==> src/rtl/fb_avl_port_if.sv <==
`default_nettype none
// ============================================================================
// Module      : fb_avl_port_if
// Description : Bundles the controller-side request signals and the
//               Avalon-MM memory-side signals of one frame-buffer port.
//               The slave view belongs to the port; the master view
//               belongs to the controller/memory environment.
// Revision    : 1.0 - initial release
// ============================================================================
interface fb_avl_port_if #(
  parameter int DATA_WIDTH = 32,
  parameter int ADDR_WIDTH = 26
);
  // controller side
  logic                  wr_en;
  logic [DATA_WIDTH-1:0] wr_data;
  logic                  rd_en;
  logic                  avl_ready;
  logic [DATA_WIDTH-1:0] rd_data;
  logic                  rd_data_valid;
  logic                  full;
  logic                  rd_done;
  logic                  protocol_err;
  // memory side
  logic [ADDR_WIDTH-1:0] mem_address;
  logic                  mem_write_req;
  logic                  mem_read_req;
  logic [DATA_WIDTH-1:0] mem_wdata;
  logic                  mem_ready;
  logic [DATA_WIDTH-1:0] mem_rdata;
  logic                  mem_rdata_valid;

  modport master (
    output wr_en, wr_data, rd_en, mem_ready, mem_rdata, mem_rdata_valid,
    input  avl_ready, rd_data, rd_data_valid, full, rd_done, protocol_err,
    input  mem_address, mem_write_req, mem_read_req, mem_wdata
  );

  modport slave (
    input  wr_en, wr_data, rd_en, mem_ready, mem_rdata, mem_rdata_valid,
    output avl_ready, rd_data, rd_data_valid, full, rd_done, protocol_err,
    output mem_address, mem_write_req, mem_read_req, mem_wdata
  );
endinterface
`default_nettype wire

==> src/rtl/fb_avl_port.sv <==
`default_nettype none
// ============================================================================
// Module      : fb_avl_port
// Description : Frame-buffer memory port. Turns active-low write/read
//               requests into single-word Avalon-MM transfers at
//               auto-incrementing frame addresses, returns read data with
//               a valid strobe and flags end-of-frame on both directions.
// Revision    : 1.0 - initial release
// ============================================================================
module fb_avl_port #(
  parameter int DATA_WIDTH      = 32,
  parameter int ADDR_WIDTH      = 26,
  parameter int BASE_ADDR       = 0,
  parameter int FRAME_WORDS     = 307200,
  parameter int MAX_OUTSTANDING = 8
) (
  input  wire logic     clk,
  input  wire logic     reset,
  fb_avl_port_if.slave  bus
);

  // Frame counters hold 0..FRAME_WORDS-1; the issue counter must also be
  // able to represent FRAME_WORDS itself.
  localparam int CW = (FRAME_WORDS > 1) ? $clog2(FRAME_WORDS) : 1;
  localparam int IW = $clog2(FRAME_WORDS + 1);
  localparam int OW = $clog2(MAX_OUTSTANDING + 1);

  localparam logic [CW-1:0]         c_last_word  = CW'(FRAME_WORDS - 1);
  localparam logic [IW-1:0]         c_last_issue = IW'(FRAME_WORDS - 1);
  localparam logic [OW-1:0]         c_max_out    = OW'(MAX_OUTSTANDING);
  localparam logic [OW-1:0]         c_one_out    = OW'(1);
  localparam logic [ADDR_WIDTH-1:0] c_base       = ADDR_WIDTH'(BASE_ADDR);

  typedef enum logic [0:0] {
    S_RUN   = 1'b0,
    S_DRAIN = 1'b1
  } state_t;

  state_t                r_state;
  state_t                w_state_nxt;
  logic [CW-1:0]         r_wr_addr;
  logic [CW-1:0]         r_rd_addr;
  logic [IW-1:0]         r_issued;
  logic [OW-1:0]         r_outstanding;
  logic [DATA_WIDTH-1:0] r_rd_data;
  logic                  r_rd_data_valid;
  logic                  r_full;
  logic                  r_rd_done;
  logic                  r_protocol_err;

  logic                  w_wr_acc;
  logic                  w_rd_acc;
  logic                  w_ret_ok;
  logic                  w_ret_bad;
  logic                  w_last_ret;

  // State register
  always_ff @(posedge clk or negedge reset) begin
    if (!reset) r_state <= S_RUN;
    else        r_state <= w_state_nxt;
  end

  // Request decode, read-return classification and next state; requests are
  // gated by reset so nothing is issued while the port is held in reset.
  always_comb begin
    w_state_nxt = r_state;
    w_wr_acc    = reset && !bus.wr_en && bus.mem_ready;
    w_rd_acc    = reset && !bus.rd_en && bus.wr_en && bus.mem_ready &&
                  (r_state == S_RUN) && (r_outstanding < c_max_out);
    w_ret_ok    = bus.mem_rdata_valid && (r_outstanding != '0);
    w_ret_bad   = bus.mem_rdata_valid && (r_outstanding == '0);
    w_last_ret  = (r_state == S_DRAIN) && w_ret_ok && (r_outstanding == c_one_out);
    case (r_state)
      S_RUN:   if (w_rd_acc && (r_issued == c_last_issue)) w_state_nxt = S_DRAIN;
      S_DRAIN: if (w_last_ret) w_state_nxt = S_RUN;
      default: w_state_nxt = S_RUN;
    endcase
  end

  // Write address counter and end-of-frame pulse
  always_ff @(posedge clk or negedge reset) begin
    if (!reset) begin
      r_wr_addr <= '0;
      r_full    <= 1'b0;
    end else begin
      r_full <= w_wr_acc && (r_wr_addr == c_last_word);
      if (w_wr_acc) r_wr_addr <= (r_wr_addr == c_last_word) ? '0 : r_wr_addr + CW'(1);
    end
  end

  // Read address and issue counters; the issue count clears when the frame drains
  always_ff @(posedge clk or negedge reset) begin
    if (!reset) begin
      r_rd_addr <= '0;
      r_issued  <= '0;
    end else begin
      if (w_rd_acc) r_rd_addr <= (r_issued == c_last_issue) ? '0 : r_rd_addr + CW'(1);
      if (w_last_ret)    r_issued <= '0;
      else if (w_rd_acc) r_issued <= r_issued + IW'(1);
    end
  end

  // Outstanding-read counter; a return and an issue in one cycle cancel out
  always_ff @(posedge clk or negedge reset) begin
    if (!reset) begin
      r_outstanding <= '0;
    end else begin
      case ({w_rd_acc, w_ret_ok})
        2'b10:   r_outstanding <= r_outstanding + OW'(1);
        2'b01:   r_outstanding <= r_outstanding - OW'(1);
        default: r_outstanding <= r_outstanding;
      endcase
    end
  end

  // Registered read return, frame-read completion and sticky protocol error
  always_ff @(posedge clk or negedge reset) begin
    if (!reset) begin
      r_rd_data       <= '0;
      r_rd_data_valid <= 1'b0;
      r_rd_done       <= 1'b0;
      r_protocol_err  <= 1'b0;
    end else begin
      r_rd_data_valid <= w_ret_ok;
      r_rd_done       <= w_last_ret;
      if (w_ret_ok)  r_rd_data      <= bus.mem_rdata;
      if (w_ret_bad) r_protocol_err <= 1'b1;
    end
  end

  // Output drive; the address shows the write pointer only while a write is
  // accepted, otherwise it rests on the read pointer.
  assign bus.avl_ready     = bus.mem_ready;
  assign bus.mem_write_req = w_wr_acc;
  assign bus.mem_read_req  = w_rd_acc;
  assign bus.mem_wdata     = bus.wr_data;
  assign bus.mem_address   = c_base + (w_wr_acc ? ADDR_WIDTH'(r_wr_addr)
                                                : ADDR_WIDTH'(r_rd_addr));
  assign bus.rd_data       = r_rd_data;
  assign bus.rd_data_valid = r_rd_data_valid;
  assign bus.full          = r_full;
  assign bus.rd_done       = r_rd_done;
  assign bus.protocol_err  = r_protocol_err;

endmodule
`default_nettype wire

==> src/flat_wrapper.sv <==
// flat-port wrapper written by rule: the top's interface ports become plain ports
module fb_avl_port_flat 
#(
  parameter int DATA_WIDTH      = 32,
  parameter int ADDR_WIDTH      = 26,
  parameter int BASE_ADDR       = 0,
  parameter int FRAME_WORDS     = 307200,
  parameter int MAX_OUTSTANDING = 8
)
  (clk, reset, bus_wr_en, bus_wr_data, bus_rd_en, bus_mem_ready, bus_mem_rdata, bus_mem_rdata_valid, bus_avl_ready, bus_rd_data, bus_rd_data_valid, bus_full, bus_rd_done, bus_protocol_err, bus_mem_address, bus_mem_write_req, bus_mem_read_req, bus_mem_wdata);
  fb_avl_port_if #(.DATA_WIDTH(DATA_WIDTH), .ADDR_WIDTH(ADDR_WIDTH)) bus_i ();
  input  wire logic clk;
  input  wire logic reset;
  input wire logic [$bits(bus_i.wr_en)-1:0] bus_wr_en;
  input wire logic [$bits(bus_i.wr_data)-1:0] bus_wr_data;
  input wire logic [$bits(bus_i.rd_en)-1:0] bus_rd_en;
  input wire logic [$bits(bus_i.mem_ready)-1:0] bus_mem_ready;
  input wire logic [$bits(bus_i.mem_rdata)-1:0] bus_mem_rdata;
  input wire logic [$bits(bus_i.mem_rdata_valid)-1:0] bus_mem_rdata_valid;
  output wire logic [$bits(bus_i.avl_ready)-1:0] bus_avl_ready;
  output wire logic [$bits(bus_i.rd_data)-1:0] bus_rd_data;
  output wire logic [$bits(bus_i.rd_data_valid)-1:0] bus_rd_data_valid;
  output wire logic [$bits(bus_i.full)-1:0] bus_full;
  output wire logic [$bits(bus_i.rd_done)-1:0] bus_rd_done;
  output wire logic [$bits(bus_i.protocol_err)-1:0] bus_protocol_err;
  output wire logic [$bits(bus_i.mem_address)-1:0] bus_mem_address;
  output wire logic [$bits(bus_i.mem_write_req)-1:0] bus_mem_write_req;
  output wire logic [$bits(bus_i.mem_read_req)-1:0] bus_mem_read_req;
  output wire logic [$bits(bus_i.mem_wdata)-1:0] bus_mem_wdata;
  assign bus_i.wr_en = bus_wr_en;
  assign bus_i.wr_data = bus_wr_data;
  assign bus_i.rd_en = bus_rd_en;
  assign bus_i.mem_ready = bus_mem_ready;
  assign bus_i.mem_rdata = bus_mem_rdata;
  assign bus_i.mem_rdata_valid = bus_mem_rdata_valid;
  assign bus_avl_ready = bus_i.avl_ready;
  assign bus_rd_data = bus_i.rd_data;
  assign bus_rd_data_valid = bus_i.rd_data_valid;
  assign bus_full = bus_i.full;
  assign bus_rd_done = bus_i.rd_done;
  assign bus_protocol_err = bus_i.protocol_err;
  assign bus_mem_address = bus_i.mem_address;
  assign bus_mem_write_req = bus_i.mem_write_req;
  assign bus_mem_read_req = bus_i.mem_read_req;
  assign bus_mem_wdata = bus_i.mem_wdata;
  fb_avl_port #(.DATA_WIDTH(DATA_WIDTH), .ADDR_WIDTH(ADDR_WIDTH), .BASE_ADDR(BASE_ADDR), .FRAME_WORDS(FRAME_WORDS), .MAX_OUTSTANDING(MAX_OUTSTANDING)) u_core (.clk(clk), .reset(reset), .bus(bus_i));
endmodule
==> config.mk <==
export PLATFORM = sky130hd
export DESIGN_NAME = fb_avl_port_flat
export DESIGN_NICKNAME = d
export VERILOG_FILES = /design/src/rtl/fb_avl_port_if.sv /design/src/rtl/fb_avl_port.sv /design/src/flat_wrapper.sv
export SDC_FILE = /design/constraint.sdc
export NUM_CORES = 1
export LEC_CHECK = 0
export BUFFER_PORTS_ARGS = -buffer_cell sky130_fd_sc_hd__clkbuf_2
export CAP_MARGIN = 20
export CELL_PAD_IN_SITES_DETAIL_PLACEMENT = 1
export CELL_PAD_IN_SITES_GLOBAL_PLACEMENT = 1
export CORE_MARGIN = 5
export CORE_UTILIZATION = 35
export DETAILED_ROUTE_END_ITERATION = 8
export PLACE_DENSITY = 0.82
export SLEW_MARGIN = 20
export SYNTH_ARGS = -nofsm -noshare
export SYNTH_HDL_FRONTEND = slang
export SYNTH_SLANG_ARGS = --single-unit
==> constraint.sdc <==
create_clock -name clk -period 4.2 [get_ports clk]
set_clock_uncertainty 0.05 [all_clocks]
set_input_delay 0.42 -clock clk [delete_from_list [all_inputs] [get_ports clk]]
set_output_delay 0.42 -clock clk [all_outputs]
set_load 0.1 [all_outputs]
==> results.sh <==
export IMPL_syn_cell_area_um2=5060
export IMPL_synth_top_cell_by_area="dfrtp_1"
export IMPL_period_share_pct=83.66
export IMPL_grt_max_degree=81
export IMPL_worst_slew_pin_slew_ps=889.8
export IMPL_end_kind="primary output"
export IMPL_core_um2=14370
export IMPL_finalSetupViolCount=0
export IMPL_ant_nets=0
export IMPL_synth_edf_count=0
export IMPL_pin_count=167
export IMPL_route_detailed_drc=0
export IMPL_start_util_pct=35.21
export IMPL_hp_class="primary input to register"
export IMPL_post_drt_wl_per_cell_um=17.60
export IMPL_drt_wl_total_um=13360
export IMPL_num_antenna_cells=0
export IMPL_power_switching_mw=1.643
export IMPL_cts_buffers=9
export IMPL_vias_per_cell=5.258
export IMPL_htree_levels=3
export IMPL_drv_cap=0
export IMPL_die_h_um=130.2
export IMPL_gp_congestion=0.7749
export IMPL_antenna_found_initial=0
export IMPL_synthCells=508
export IMPL_cts_tree="yes"
export IMPL_cts_sinks=98
export IMPL_nNetsFinal=648
export IMPL_area_delta_synth_final_pct=14.39
export IMPL_cts_root_buf="clkbuf_16"
export IMPL_fmax_mhz=284.6
export IMPL_ys_ff_latch=98
export IMPL_syn_mean_instance_area_um2=9.960
export IMPL_seqPwrFrac_pct=35.5
export IMPL_grt_pass1_wl_um=21740
export IMPL_die_area_um2=16960
export IMPL_ys_async_sr_fraction_pct=100.0
export IMPL_status="finished, final reports clean"
export IMPL_peakVddDrop_mv=0.4688
export IMPL_combPwrFrac_pct=39.8
export IMPL_ys_flop_type="dfrtp_1"
export IMPL_grtUsageTotal_pct=16.11
export IMPL_pwr_density_cell_nw_per_um2=612.0
export IMPL_cp_arrival_ps=3040
export IMPL_synthTopCellsByCount="98 x dfrtp_1, 77 x nand2_1, 40 x buf_4, 32 x mux2_2, 32 x nor2_1"
export IMPL_hold_violations=0
export IMPL_cp_required_ps=3730
export IMPL_die_w_um=130.2
export IMPL_hold_ws_ps=242.4
export IMPL_yosysMostFrequentCell="dfrtp_1"
export IMPL_grt_pass1_vias=4351
export IMPL_synth_area_leaders="dfrtp_1 48%, mux2_2 7.1%, buf_4 5.9%, nand2_1 5.7%, xnor2_1 3.5%"
export IMPL_p_sw_share_pct=46.37
export IMPL_synth_top_area_share_pct=48.47
export IMPL_synth_warnings=0
export IMPL_finalSetupTns_ps=0
export IMPL_ys_types=43
export IMPL_dr_total_vias=3991
export IMPL_cts_clk_slew_worst_paths_ps=70
export IMPL_dp_hpwl_um=9970
export IMPL_rows=44
export IMPL_drt_first_pass_iters=4
export IMPL_cts_path_max_buffers=2
export IMPL_port_buffer_count=95
export IMPL_p_int_mw=1.899
export IMPL_slew_headroom_pct=39.84
export IMPL_final_layout_size_suffix_gt1_share_pct=26.43
export IMPL_worst_setup_path_type="primary input to primary output"
export IMPL_slew_violations=0
export IMPL_p_clk_share_pct=24.7
export IMPL_fin_crit_ps=3514
export IMPL_drt_iter0_drc=132
export IMPL_cts_resized=0
export IMPL_startpoint_type="primary input"
export IMPL_p_leak_nw=2.677
export IMPL_yosysSeqAreaShare_pct=48.47
export IMPL_clkLatencyLatePin_ps=350
export IMPL_rsz0062_at_grt="false"
export IMPL_cp_max_fo=30
export IMPL_grt_remaining_overflow=0
[flip-flops by register name (all words and copies together) (netlist names)]
signal                    count
u_core.r_wr_addr             19
u_core.bus.protocol_err       1
u_core.bus.rd_data           32
u_core.bus.full               1
u_core.r_rd_addr             19
u_core.r_state                1
u_core.bus.rd_data_valid      1
u_core.r_issued              19
u_core.bus.rd_done            1
u_core.r_outstanding          4
[power by group through the flow]
| stage | registers, mW | logic, mW | clock network, mW |
|---|---|---|---|
| final | 1.26 | 1.41 | 0.876 |
| after global routing | 1.28 | 1.48 | 0.935 |
| after CTS | 1.26 | 1.43 | 0.892 |
| after detailed placement | 1.27 | 1.42 | 0 |
| after global placement | 1.26 | 1.39 | 0 |
| after floorplan | 1.94 | 0.611 | 0 |
[kinds of logic after synthesis]
logic type	after synthesis	synth area share, %
adder cells (fa/ha/maj)	7	1.731
AND/OR/NAND/NOR	208	21.09
flip-flops	98	48.47
other	1	0.07411
multiplexers	36	7.913
AO/OA/AOI/OAI	58	7.023
buffers and inverters	68	8.160
XOR/XNOR	32	5.539
[stage by stage]
| stage | utilization, % | setup WS [ps] | cells | power [mW] | area (µm²) |
|---|---|---|---|---|---|
| 6_report | 40.28 | 686.2 | 759 | 3.542 | 5788 |
| 5_1_grt | 40.28 | 431.0 | 759 | 3.690 | 5788 |
| 4_1_cts | 40.26 | 656.2 | 759 | 3.577 | 5784 |
| 3_5_place_dp | 38.04 | 1204 | 743 | 2.697 | 5466 |
| 3_3_place_gp | 38.01 | 1333 | 742 | 2.650 | 5461 |
| 2_1_floorplan | - | 545.4 | 514 | 2.552 | 5082 |
[layout by cell type (no fill, tap or decap), types with 2 or more instances in the layout]
cell	count
a211oi_1	2
a21o_1	2
a21oi_1	18
and3_1	8
and4_1	9
buf_4	6
bufinv_16	2
clkbuf_16	9
clkbuf_2	92
clkinv_2	3
conb_1	7
dfrtp_1	98
ha_1	7
inv_1	13
mux2_2	32
mux2i_1	4
nand2_1	77
nand3_1	24
nand3b_1	2
nand4_1	15
nor2_1	32
nor3_1	7
nor4_1	6
nor4b_1	2
nor4bb_1	5
o211ai_1	4
o21ai_0	14
o22ai_1	2
o31ai_1	12
or3_1	5
or4_1	9
xnor2_1	20
xor2_1	12
[worst max-delay path, cell delays in order]
cell and delay, ps:
dlygate4sd3_1 520, buf_4 310, nand3b_1 150, buf_4 230, inv_1 680, nand2_1 150
nand2_1 110, clkbuf_2 460
[what timing repair did]
item                                   CTS  global route
buffers inserted                         0             0
hold buffers                             1             0
endpoints found under the hold margin   20             0
[layer usage]
metal / routed length (µm) / global-route usage (%)
met1: 5587 / 19.83
met2: 7016 / 27.61
met3: 452 / 2.988
met4: 302 / 6.907
met5: 0 / 0
[layout make-up]
cell class                 count  area [µm²]
fill                        1660        8581
sequential                    98        2452
multi-input combinational    348        2217
timing repair buffer         101       531.8
tap                          184       230.2
clock buffer                   9       225.2
clock inverter                 6       82.58
inverter                      13       48.80
[final timing paths]
kind / slack [ps] / end / from / cells after the start
max: 690 / bus_mem_address[1] / reset / 8
min: 240 / u_core.bus.rd_data[0] / bus_mem_rdata[0] / 2
max reg2reg: 1400 / u_core.r_issued[18] / u_core.r_outstanding[3] / 4
min reg2reg: 440 / u_core.bus.protocol_err / u_core.bus.protocol_err / 1
max in group asynchronous: 2620 / u_core.r_wr_addr[4] / reset / 3
min in group asynchronous: 450 / u_core.r_issued[0] / reset / 2
Note: power is estimated with default switching activity, not from simulation.
